**src/rtl/pa_pkg.sv**
```systemverilog
// Shared types for the pa memory arbiter: request/response bundles, FSM state
// and requester identifiers.
package pa_pkg;

  localparam int unsigned XLEN         = 32;
  localparam int unsigned PHY_ADDR_LEN = 32;
  localparam int unsigned NUM_SRC      = 3;

  typedef struct packed {
    logic                    valid;
    logic [PHY_ADDR_LEN-1:0] addr;
  } if_req_t;

  typedef struct packed {
    logic            valid;
    logic [XLEN-1:0] rdata;
  } if_resp_t;

  typedef struct packed {
    logic                    valid;
    logic [PHY_ADDR_LEN-1:0] addr;
  } m_read_req_t;

  typedef struct packed {
    logic            valid;
    logic [XLEN-1:0] rdata;
  } m_read_resp_t;

  typedef struct packed {
    logic                    valid;
    logic [PHY_ADDR_LEN-1:0] addr;
    logic [XLEN-1:0]         wdata;
  } m_write_req_t;

  typedef struct packed {
    logic valid;
  } m_write_resp_t;

  typedef enum logic {ARB_IDLE, ARB_WAIT} arb_state_t;

  typedef enum logic [1:0] {
    SRC_IF  = 2'd0,
    SRC_MRD = 2'd1,
    SRC_MWR = 2'd2
  } arb_src_t;

  function automatic arb_src_t onehot_to_src(input logic [NUM_SRC-1:0] grant);
    if (grant[SRC_MWR]) return SRC_MWR;
    if (grant[SRC_MRD]) return SRC_MRD;
    return SRC_IF;
  endfunction

endpackage

```
**src/rtl/pa_arb_pick.sv**
```systemverilog
// Combinational winner selection. PA_MEM_ARB_RR_EN selects round-robin after
// i_last; otherwise fixed write > read > fetch with a starvation override.
module pa_arb_pick
  import pa_pkg::*;
#(
  parameter int unsigned STARVE_LIMIT = 4,
  parameter int unsigned CNT_W        = 3
) (
  input  logic [NUM_SRC-1:0] i_pending,
  input  arb_src_t           i_last,
  input  logic [CNT_W-1:0]   i_cnt,
  output logic [NUM_SRC-1:0] o_grant
);

`ifdef PA_MEM_ARB_RR_EN
  logic [1:0] w_idx;
  logic       w_unused_cnt;
  assign w_unused_cnt = ^i_cnt;

  always_comb begin
    o_grant = '0;
    w_idx   = '0;
    for (int unsigned k = 1; k <= NUM_SRC; k++) begin
      w_idx = 2'((32'(i_last) + k) % NUM_SRC);
      if (o_grant == '0 && i_pending[w_idx]) o_grant[w_idx] = 1'b1;
    end
  end
`else
  logic w_unused_last;
  assign w_unused_last = ^{i_last};

  always_comb begin
    o_grant = '0;
    if (i_pending[SRC_IF] && i_cnt == CNT_W'(STARVE_LIMIT)) o_grant[SRC_IF] = 1'b1;
    else if (i_pending[SRC_MWR])                             o_grant[SRC_MWR] = 1'b1;
    else if (i_pending[SRC_MRD])                             o_grant[SRC_MRD] = 1'b1;
    else if (i_pending[SRC_IF])                              o_grant[SRC_IF] = 1'b1;
  end
`endif

endmodule

```
**src/rtl/pa_mem_arbiter.sv**
```systemverilog
// Single-outstanding arbiter of fetch, data-read and data-write onto one memory
// port. Define PA_MEM_ARB_RR_EN for round-robin instead of fixed priority.
module pa_mem_arbiter
  import pa_pkg::*;
#(
  parameter int unsigned STARVE_LIMIT = 4
) (
  input  logic                    clk_i,
  input  logic                    rst_ni,
  input  if_req_t                 if_req_i,
  output if_resp_t                if_resp_o,
  input  m_read_req_t             m_read_req_i,
  output m_read_resp_t            m_read_resp_o,
  input  m_write_req_t            m_write_req_i,
  output m_write_resp_t           m_write_resp_o,
  output logic                    mem_req_valid_o,
  output logic                    mem_req_we_o,
  output logic [PHY_ADDR_LEN-1:0] mem_req_addr_o,
  output logic [XLEN-1:0]         mem_req_wdata_o,
  input  logic                    mem_resp_valid_i,
  input  logic [XLEN-1:0]         mem_resp_rdata_i,
  output logic                    busy_o
);

  localparam int unsigned CNT_W = $clog2(STARVE_LIMIT + 1);

  arb_state_t              r_state, w_state_nxt;
  arb_src_t                r_owner, w_win, w_last;
  logic [NUM_SRC-1:0]      r_pend, w_req_v, w_grant;
  logic [PHY_ADDR_LEN-1:0] r_addr     [NUM_SRC];
  logic [PHY_ADDR_LEN-1:0] w_req_addr [NUM_SRC];
  logic [XLEN-1:0]         r_wdata;
  logic [CNT_W-1:0]        w_cnt;
  logic                    w_go, w_done;

  logic                    r_mem_valid, r_mem_we;
  logic [PHY_ADDR_LEN-1:0] r_mem_addr;
  logic [XLEN-1:0]         r_mem_wdata;
  if_resp_t                r_if_resp;
  m_read_resp_t            r_rd_resp;
  m_write_resp_t           r_wr_resp;

  assign w_req_v            = {m_write_req_i.valid, m_read_req_i.valid, if_req_i.valid};
  assign w_req_addr[SRC_IF]  = if_req_i.addr;
  assign w_req_addr[SRC_MRD] = m_read_req_i.addr;
  assign w_req_addr[SRC_MWR] = m_write_req_i.addr;

  pa_arb_pick #(
    .STARVE_LIMIT (STARVE_LIMIT),
    .CNT_W        (CNT_W)
  ) u_pick (
    .i_pending (r_pend),
    .i_last    (w_last),
    .i_cnt     (w_cnt),
    .o_grant   (w_grant)
  );

  assign w_win = onehot_to_src(w_grant);

  // A response coinciding with the request beat is spurious and ignored.
  always_comb begin
    w_state_nxt = r_state;
    w_go        = 1'b0;
    w_done      = 1'b0;
    case (r_state)
      ARB_IDLE: if (|r_pend) begin
        w_go        = 1'b1;
        w_state_nxt = ARB_WAIT;
      end
      ARB_WAIT: if (mem_resp_valid_i && !r_mem_valid) begin
        w_done      = 1'b1;
        w_state_nxt = ARB_IDLE;
      end
      default: w_state_nxt = ARB_IDLE;
    endcase
  end

  always_ff @(posedge clk_i or negedge rst_ni) begin
    if (!rst_ni) r_state <= ARB_IDLE;
    else         r_state <= w_state_nxt;
  end

  // Pending slots: a pulse while the slot is still held is dropped.
  always_ff @(posedge clk_i or negedge rst_ni) begin
    if (!rst_ni) begin
      r_pend  <= '0;
      r_wdata <= '0;
      for (int unsigned i = 0; i < NUM_SRC; i++) r_addr[i] <= '0;
    end else begin
      for (int unsigned i = 0; i < NUM_SRC; i++) begin
        if (w_done && 32'(r_owner) == i) begin
          r_pend[i] <= 1'b0;
        end else if (w_req_v[i] && !r_pend[i]) begin
          r_pend[i] <= 1'b1;
          r_addr[i] <= w_req_addr[i];
        end
      end
      if (m_write_req_i.valid && !r_pend[SRC_MWR]) r_wdata <= m_write_req_i.wdata;
    end
  end

  always_ff @(posedge clk_i or negedge rst_ni) begin
    if (!rst_ni) begin
      r_owner     <= SRC_IF;
      r_mem_valid <= 1'b0;
      r_mem_we    <= 1'b0;
      r_mem_addr  <= '0;
      r_mem_wdata <= '0;
      r_if_resp   <= '0;
      r_rd_resp   <= '0;
      r_wr_resp   <= '0;
    end else begin
      r_mem_valid <= w_go;
      r_mem_we    <= 1'b0;
      r_mem_addr  <= '0;
      r_mem_wdata <= '0;
      r_if_resp   <= '0;
      r_rd_resp   <= '0;
      r_wr_resp   <= '0;
      if (w_go) begin
        r_owner    <= w_win;
        r_mem_we   <= (w_win == SRC_MWR);
        r_mem_addr <= r_addr[w_win];
        if (w_win == SRC_MWR) r_mem_wdata <= r_wdata;
      end
      if (w_done) begin
        case (r_owner)
          SRC_IF:  r_if_resp <= '{valid: 1'b1, rdata: mem_resp_rdata_i};
          SRC_MRD: r_rd_resp <= '{valid: 1'b1, rdata: mem_resp_rdata_i};
          SRC_MWR: r_wr_resp <= '{valid: 1'b1};
          default: r_if_resp <= '0;
        endcase
      end
    end
  end

`ifdef PA_MEM_ARB_RR_EN
  arb_src_t r_last;

  always_ff @(posedge clk_i or negedge rst_ni) begin
    if (!rst_ni)   r_last <= SRC_MWR;
    else if (w_go) r_last <= w_win;
  end

  assign w_last = r_last;
  assign w_cnt  = '0;
`else
  logic [CNT_W-1:0] r_cnt;

  // Consecutive data grants while a fetch waits; saturates at STARVE_LIMIT.
  always_ff @(posedge clk_i or negedge rst_ni) begin
    if (!rst_ni)                                         r_cnt <= '0;
    else if (!r_pend[SRC_IF] || (w_go && w_win == SRC_IF)) r_cnt <= '0;
    else if (w_go && r_cnt != CNT_W'(STARVE_LIMIT))        r_cnt <= r_cnt + CNT_W'(1);
  end

  assign w_last = SRC_MWR;
  assign w_cnt  = r_cnt;
`endif

  assign mem_req_valid_o = r_mem_valid;
  assign mem_req_we_o    = r_mem_we;
  assign mem_req_addr_o  = r_mem_addr;
  assign mem_req_wdata_o = r_mem_wdata;
  assign if_resp_o       = r_if_resp;
  assign m_read_resp_o   = r_rd_resp;
  assign m_write_resp_o  = r_wr_resp;
  assign busy_o          = (r_state == ARB_WAIT);

endmodule
```
**config.mk**
```make
export PLATFORM = sky130hd
export DESIGN_NAME = pa_mem_arbiter
export DESIGN_NICKNAME = d
export VERILOG_FILES = /design/src/rtl/pa_pkg.sv /design/src/rtl/pa_arb_pick.sv /design/src/rtl/pa_mem_arbiter.sv
export SDC_FILE = /design/constraint.sdc
export NUM_CORES = 1
export LEC_CHECK = 0
export CAP_MARGIN = 20
export CORE_ASPECT_RATIO = 0.9
export CORE_MARGIN = 2
export CORE_UTILIZATION = 35
export DETAILED_ROUTE_END_ITERATION = 10
export PLACE_DENSITY_LB_ADDON = 0.15
export SYNTH_ARGS = -nofsm -noshare
export SYNTH_HDL_FRONTEND = slang
export SYNTH_SLANG_ARGS = --single-unit
export TNS_END_PERCENT = 30
```
**constraint.sdc**
```tcl
create_clock -name clk_i -period 1.9 [get_ports clk_i]
set_input_delay 0.19 -clock clk_i [delete_from_list [all_inputs] [get_ports clk_i]]
set_output_delay 0.19 -clock clk_i [all_outputs]
set_load 0.01 [all_outputs]
```
Word level (Yosys, flattened, before mapping)
Cells that the tools add are included.
- $mul: 0
- equality and inequality tests: 5
- div/mod/pow operators: 0
- $lt $le $gt $ge: 1
- shifts and indexed selects: 0
- reductions and logical operators: 25
- bitwise logic cells: 5
- $add $sub $neg: 1
- multiplexer cells: 40
- operators with widths (kind ; count):
    32-bit 2-to-1 mux ; 5
    33-bit 2-to-1 mux ; 4
    32-bit binary-select mux with 2-bit select ; 1
    1-bit 2-to-1 mux ; 21
    2-bit 2-to-1 mux ; 6
    1-bit logical AND ; 10
    2-bit nonzero test ; 4
    3-bit 2-to-1 mux ; 2
    2-bit AND reduction ; 3
    2-bit == test (second input constant) ; 2
    1-bit zero test ; 4
    2-bit zero test ; 2
    1-bit inverter ; 4
    3-bit by 1-bit adder with 3-bit output (second input constant) ; 1
    3-bit == test (second input constant) ; 1
    3-bit greater-or-equal comparator (second input constant) ; 1
    3-bit != test (second input constant) ; 1
    2-bit inverter with 3-bit output ; 1
    3-bit OR reduction ; 1
    2-bit by 1-bit == test with 1-bit output (second input constant) ; 1
    1-bit case mux with 2 select lines ; 1
    1-bit logical OR ; 1
- RAM bits: 0
- flip-flop bits (word level): 270
- latch bits: 0
- memory bits (read-only): 0
- memories: 0
- bits of input ports: 166
- logic and storage cells: 96
- output and inout port bits: 134

Depth between registers and ports, before layout
- depth after elaboration: 13
- gate-level depth with buffers: 8
- gate-level depth less buffers: 6

By module
A second synthesis with hierarchy kept.
- cells, all modules: 682
- area, all modules: 10110.9 um2
- modules (own cells, without submodules) (module ; cells each ; area each (um2) ; sequential area each (um2) ; times used):
    pa_mem_arbiter ; 677 ; 10068.4 ; 6756.5 ; 1
    pa_arb_pick ; 5 ; 42.5 ; 0.0 ; 1

Least setup slack after synthesis
No wires, ideal clock.
- path kind: reg2reg
- from: reg r_mem_valid, in the netlist mem_req_valid_o
- to: reg r_addr[65] (netlist bit)
- path buffers: 1
- setup slack: 0.294 ns
- arrival: 1.481 ns
- cell stages (with the launch flop): 5
- period minus slack after synthesis: 1.606 ns
- data required time: 1.775 ns
- library setup time: 0.125 ns
- cell sequence: dfrtp_1 nand3b_4 o311ai_4 buf_2 mux2_2
- word-level cells in the longest chain between the ends: 7
- ends and longest elaborated chain (what ; RTL line ; RTL):
    from (decl) ; pa_mem_arbiter.sv:36 ; logic r_mem_valid, r_mem_we;
    from (signal assigned) ; pa_mem_arbiter.sv:113 ; r_mem_valid <= w_go;
    1-bit zero test ; pa_mem_arbiter.sv:70 ; ARB_WAIT: if (mem_resp_valid_i && !r_mem_valid) begin
    1-bit logical AND ; pa_mem_arbiter.sv:70 ;
    1-bit 2-to-1 mux ; pa_mem_arbiter.sv:70 ;
    1-bit 2-to-1 mux ; pa_mem_arbiter.sv:65 ; case (r_state)
    1-bit logical AND ; pa_mem_arbiter.sv:91 ; if (w_done && 32'(r_owner) == i) begin
    1-bit inverter (no line) ; n/a ;
    2-bit AND reduction (no line) ; n/a ;
    to (signal, indexed assignment) ; pa_mem_arbiter.sv:95 ; r_addr[i] <= w_req_addr[i];
    to (decl) ; pa_mem_arbiter.sv:30 ; logic [PHY_ADDR_LEN-1:0] r_addr [NUM_SRC];
Every way passes these cells.
A chain may end at the register's enable or synchronous reset.

Final worst setup path
- from: reg r_cnt[0]
- to: reg r_mem_addr[2], in the netlist mem_req_addr_o[2]
- word-level cells in the longest chain between the ends: 12
- elaborated cells on any way between the ends: 14
- classes of those cells: 1 x eq/ne; 11 x mux; 1 x bitwise; 1 x reduce/logical
- ends and longest elaborated chain (what ; RTL line ; RTL):
    from (decl) ; pa_mem_arbiter.sv:148 ; logic [CNT_W-1:0] r_cnt;
    from (signal assigned) ; pa_mem_arbiter.sv:154 ; else if (w_go && r_cnt != CNT_W'(STARVE_LIMIT)) r_cnt <= r_cnt + CNT_W'(1);
    3-bit == test (*) ; pa_arb_pick.sv:34 ; if (i_pending[SRC_IF] && i_cnt == CNT_W'(STARVE_LIMIT)) o_grant[SRC_IF] = 1'b1;
    1-bit logical AND (*) ; pa_arb_pick.sv:34 ;
    2-bit 2-to-1 mux (*) ; pa_arb_pick.sv:34 ;
    1-bit 2-to-1 mux (2 in a row) ; pa_pkg.sv:49 ; if (grant[SRC_MRD]) return SRC_MRD;
    2-bit 2-to-1 mux ; pa_pkg.sv:50 ; return SRC_IF;
    2-bit 2-to-1 mux (*) ; pa_pkg.sv:49 ;
    2-bit inverter with 3-bit output (not written as such) (*) ; pa_mem_arbiter.sv:123 ; r_mem_addr <= r_addr[w_win];
    32-bit binary-select mux with 2-bit select (*) ; pa_mem_arbiter.sv:123 ;
    32-bit 2-to-1 mux (not written as such) (*) (2 in a row) ; pa_mem_arbiter.sv:123 ;
    32-bit 2-to-1 mux (*) ; pa_mem_arbiter.sv:120 ; if (w_go) begin
    to (signal assigned) ; pa_mem_arbiter.sv:123 ;
    to (decl) ; pa_mem_arbiter.sv:37 ; logic [PHY_ADDR_LEN-1:0] r_mem_addr;
Every way passes the cells marked *; elsewhere a longest branch is shown, timed or not. The select of a mux whose other input is x is not followed.

==> flow_metrics.env <==
export IMPL_cts_tree="yes"
export IMPL_worstPathCellList="inv_1, ha_1, nand3_1, nand2_2, buf_4, mux2i_1, o21ai_0"
export IMPL_wl_per_cell_um=17.97
export IMPL_nFillCells=2406
export IMPL_drc_errors=0
export IMPL_grt_pass1_vias=6614
export IMPL_r2r_end="mem_req_addr_o[2]"
export IMPL_worst_pin_slew_ps=496.1
export IMPL_reg2regPathDepth=7
export IMPL_finalSetupTns_ps=0
export IMPL_hp_class="input pin to async pin"
export IMPL_post_cts_setup_buffers=0
export IMPL_port_buffers=299
export IMPL_dr_pass1_iters=4
export IMPL_start_util_pct=35.69
export IMPL_reg2reg_setup_slack_ps=170
export IMPL_synth_edf_count=0
export IMPL_layout_common_cells="clkdlybuf4s50_1, dfrtp_1, and2_1"
export IMPL_synthCells=671
export IMPL_power_density_nw_per_um2=1311
export IMPL_path_class="flop to flop"
export IMPL_path_delay_family="flip-flops"
export IMPL_clk_root_buffer_cell="clkbuf_16"
export IMPL_ys_types=32
export IMPL_synth_area_um2=10020
export IMPL_max_freq_ghz=0.5787
export IMPL_fin_ws_ps=172.1
export IMPL_dpl_cell_area_um2=13680
export IMPL_synthArstFlopShare_pct=100.0
export IMPL_postRouteWirelength_mm=24.77
export IMPL_fin_nets=1162
export IMPL_viasPerCell=4.512
export IMPL_clk_latency_ps=540
export IMPL_crit_path_max_incr_delay_ps=410
export IMPL_cap_violations=0
export IMPL_gp_congestion=0.7532
export IMPL_critPathMaxFanout=6
export IMPL_grt_ovfl_total=0
export IMPL_fp_dieH_um=164.5
export IMPL_drive_above_1_share_pct=20.55
export IMPL_io_pins=300
export IMPL_final_max_slew_viol_count=0
export IMPL_rows=58
export IMPL_cts_made_buffers=29
export IMPL_critPathCaptureType="flop"
export IMPL_critical_path_reg2reg_startpoint="r_cnt[0]"
export IMPL_syn_to_final_growth_pct=45.90
export IMPL_rsz0062_at_grt="false"
export IMPL_dp_hpwl_mm=17.24
export IMPL_synth_area_leader_cell="dfrtp_1"
export IMPL_synth_area_leaders="dfrtp_1, mux2_2, and2_1, mux2_4, mux2i_1"
export IMPL_worst_path_max_delay_cell="dfrtp_1"
export IMPL_h_tree_depth=1
export IMPL_track_usage_pct=16.57
export IMPL_setup_viol=0
export IMPL_antenna_found_initial=1
export IMPL_leakagePower_nw=6.591
export IMPL_start_kind="flop"
export IMPL_crit_required_ps=2300
export IMPL_grt_pass1_wl_mm=38.38
export IMPL_vias=6218
export IMPL_path_buf_inv=2
export IMPL_final_cell_area_um2=14620
export IMPL_skew_ps=11.44
export IMPL_synth_area_per_cell_um2=14.94
export IMPL_fin_crit_sh_pct=90.94
export IMPL_grt_max_degree=57
export IMPL_clkTransAtPathRegs_ps=60
export IMPL_slew_limit_headroom_pct=66.93
export IMPL_ys_flop_type="dfrtp_1"
export IMPL_mostFrequentLayoutCell="clkdlybuf4s50_1"
export IMPL_post_route_min_period_ps=1728
export IMPL_drt_iter0_drc=168
export IMPL_cp_arrival_ps=2130
export IMPL_fp_dieW_um=182.4
export IMPL_core_um2=28080
export IMPL_hold_violations=0
export IMPL_synth_top_area_share_pct=67.41
export IMPL_status="finished clean"
export IMPL_dieArea_um2=30010
export IMPL_seq_area_frac_synth_pct=67.41
export IMPL_yosysWarnings=0
export IMPL_place_ws_ps=16.60
export IMPL_ys_ff_latch=270
export IMPL_synthesis_nets=839
export IMPL_ant_nets=0
export IMPL_vdd_drop_max_uv=764.5
export IMPL_clock_sinks=270
export IMPL_clockBufferDepth=3
routing by layer:
metal	share of wire, %	vias up	track usage [%]
li1	-	2912	-
met3	9.3	40	6.770
met2	44	190	25.64
met1	44	3076	21.61
met5	0	-	0
met4	2.5	0	4.545
timing repair:
item | in CTS | in global routing
gates resized for setup | 1 | 0
hold endpoints to repair | 99 | 0
setup endpoints to repair | 1 | 0
hold buffers | 1 | 0
flip-flops by register name, indices dropped and copies added, names as in the netlist, 2 cells and up:
signal and cells:
if_resp_o 33, m_read_resp_o 33, mem_req_addr_o 32, mem_req_wdata_o 32, r_addr 96, r_cnt 3, r_owner 2, r_pend 3
r_wdata 32
per-stage QoR:
stage,instances,hold slack [ps],utilization (%),power [mW]
after floorplan,671,-105.6,-,11.48
after global placement,1322,169.9,48.69,13.77
after detailed placement,1322,173.6,48.69,13.91
after CTS,1377,194.5,52.06,19.51
after global routing,1377,210.3,52.06,20.32
final,1378,203.2,52.07,19.17
power breakdown:
part | switching, mW | leakage, nW | internal, mW
logic | 1.96 | 2.68 | 3.21
registers | 0.897 | 3.45 | 7.65
clock network | 2.23 | 0.462 | 3.22
cell usage after synthesis, types with 2 or more instances:
cell type,count
clkbuf_1,12
dfrtp_1,270
buf_4,6
a21oi_1,2
o21ai_0,34
mux2i_1,32
inv_1,5
mux2_2,96
buf_2,12
ha_1,2
nor3_1,2
buf_6,3
nand2_1,34
mux2_4,30
nor2b_1,2
and2_1,98
nor2_1,14
nor3b_4,2
mux2_1,2
worst max-delay path by stage:
stage                                start  depth (start not counted)                 to  slack [ps]
final                             r_cnt[0]                          7  mem_req_addr_o[2]         170
after detailed placement  mem_resp_valid_i                          5         r_addr[84]          20
after global routing              r_cnt[0]                          7  mem_req_addr_o[2]          40
after CTS                         r_cnt[0]                          7  mem_req_addr_o[2]         130
after floorplan            mem_req_valid_o                          4         r_addr[65]         290
after global placement    mem_resp_valid_i                          5         r_addr[86]          50
kinds of logic after synthesis:
logic type	Yosys count	synth area share [%]
and+or+nand+nor	158	9.038
AOI/OAI and AO/OA	43	2.584
adders and majority gates	2	0.2496
DFF	270	67.41
muxes	160	18.70
buffers and inverters	38	2.022
area by class of cell:
class | count | area, um^2 | area share (%)
antenna | 1 | 2.502 | 0.01711
clock buffer | 43 | 848.3 | 5.801
clock inverter | 11 | 88.84 | 0.6075
inverter | 5 | 18.77 | 0.1283
multi-input combinational | 363 | 3089 | 21.12
sequential | 270 | 6756 | 46.20
tap | 360 | 450.4 | 3.080
timing repair buffer | 325 | 3369 | 23.04
Note: power is estimated with default switching activity, not from simulation.
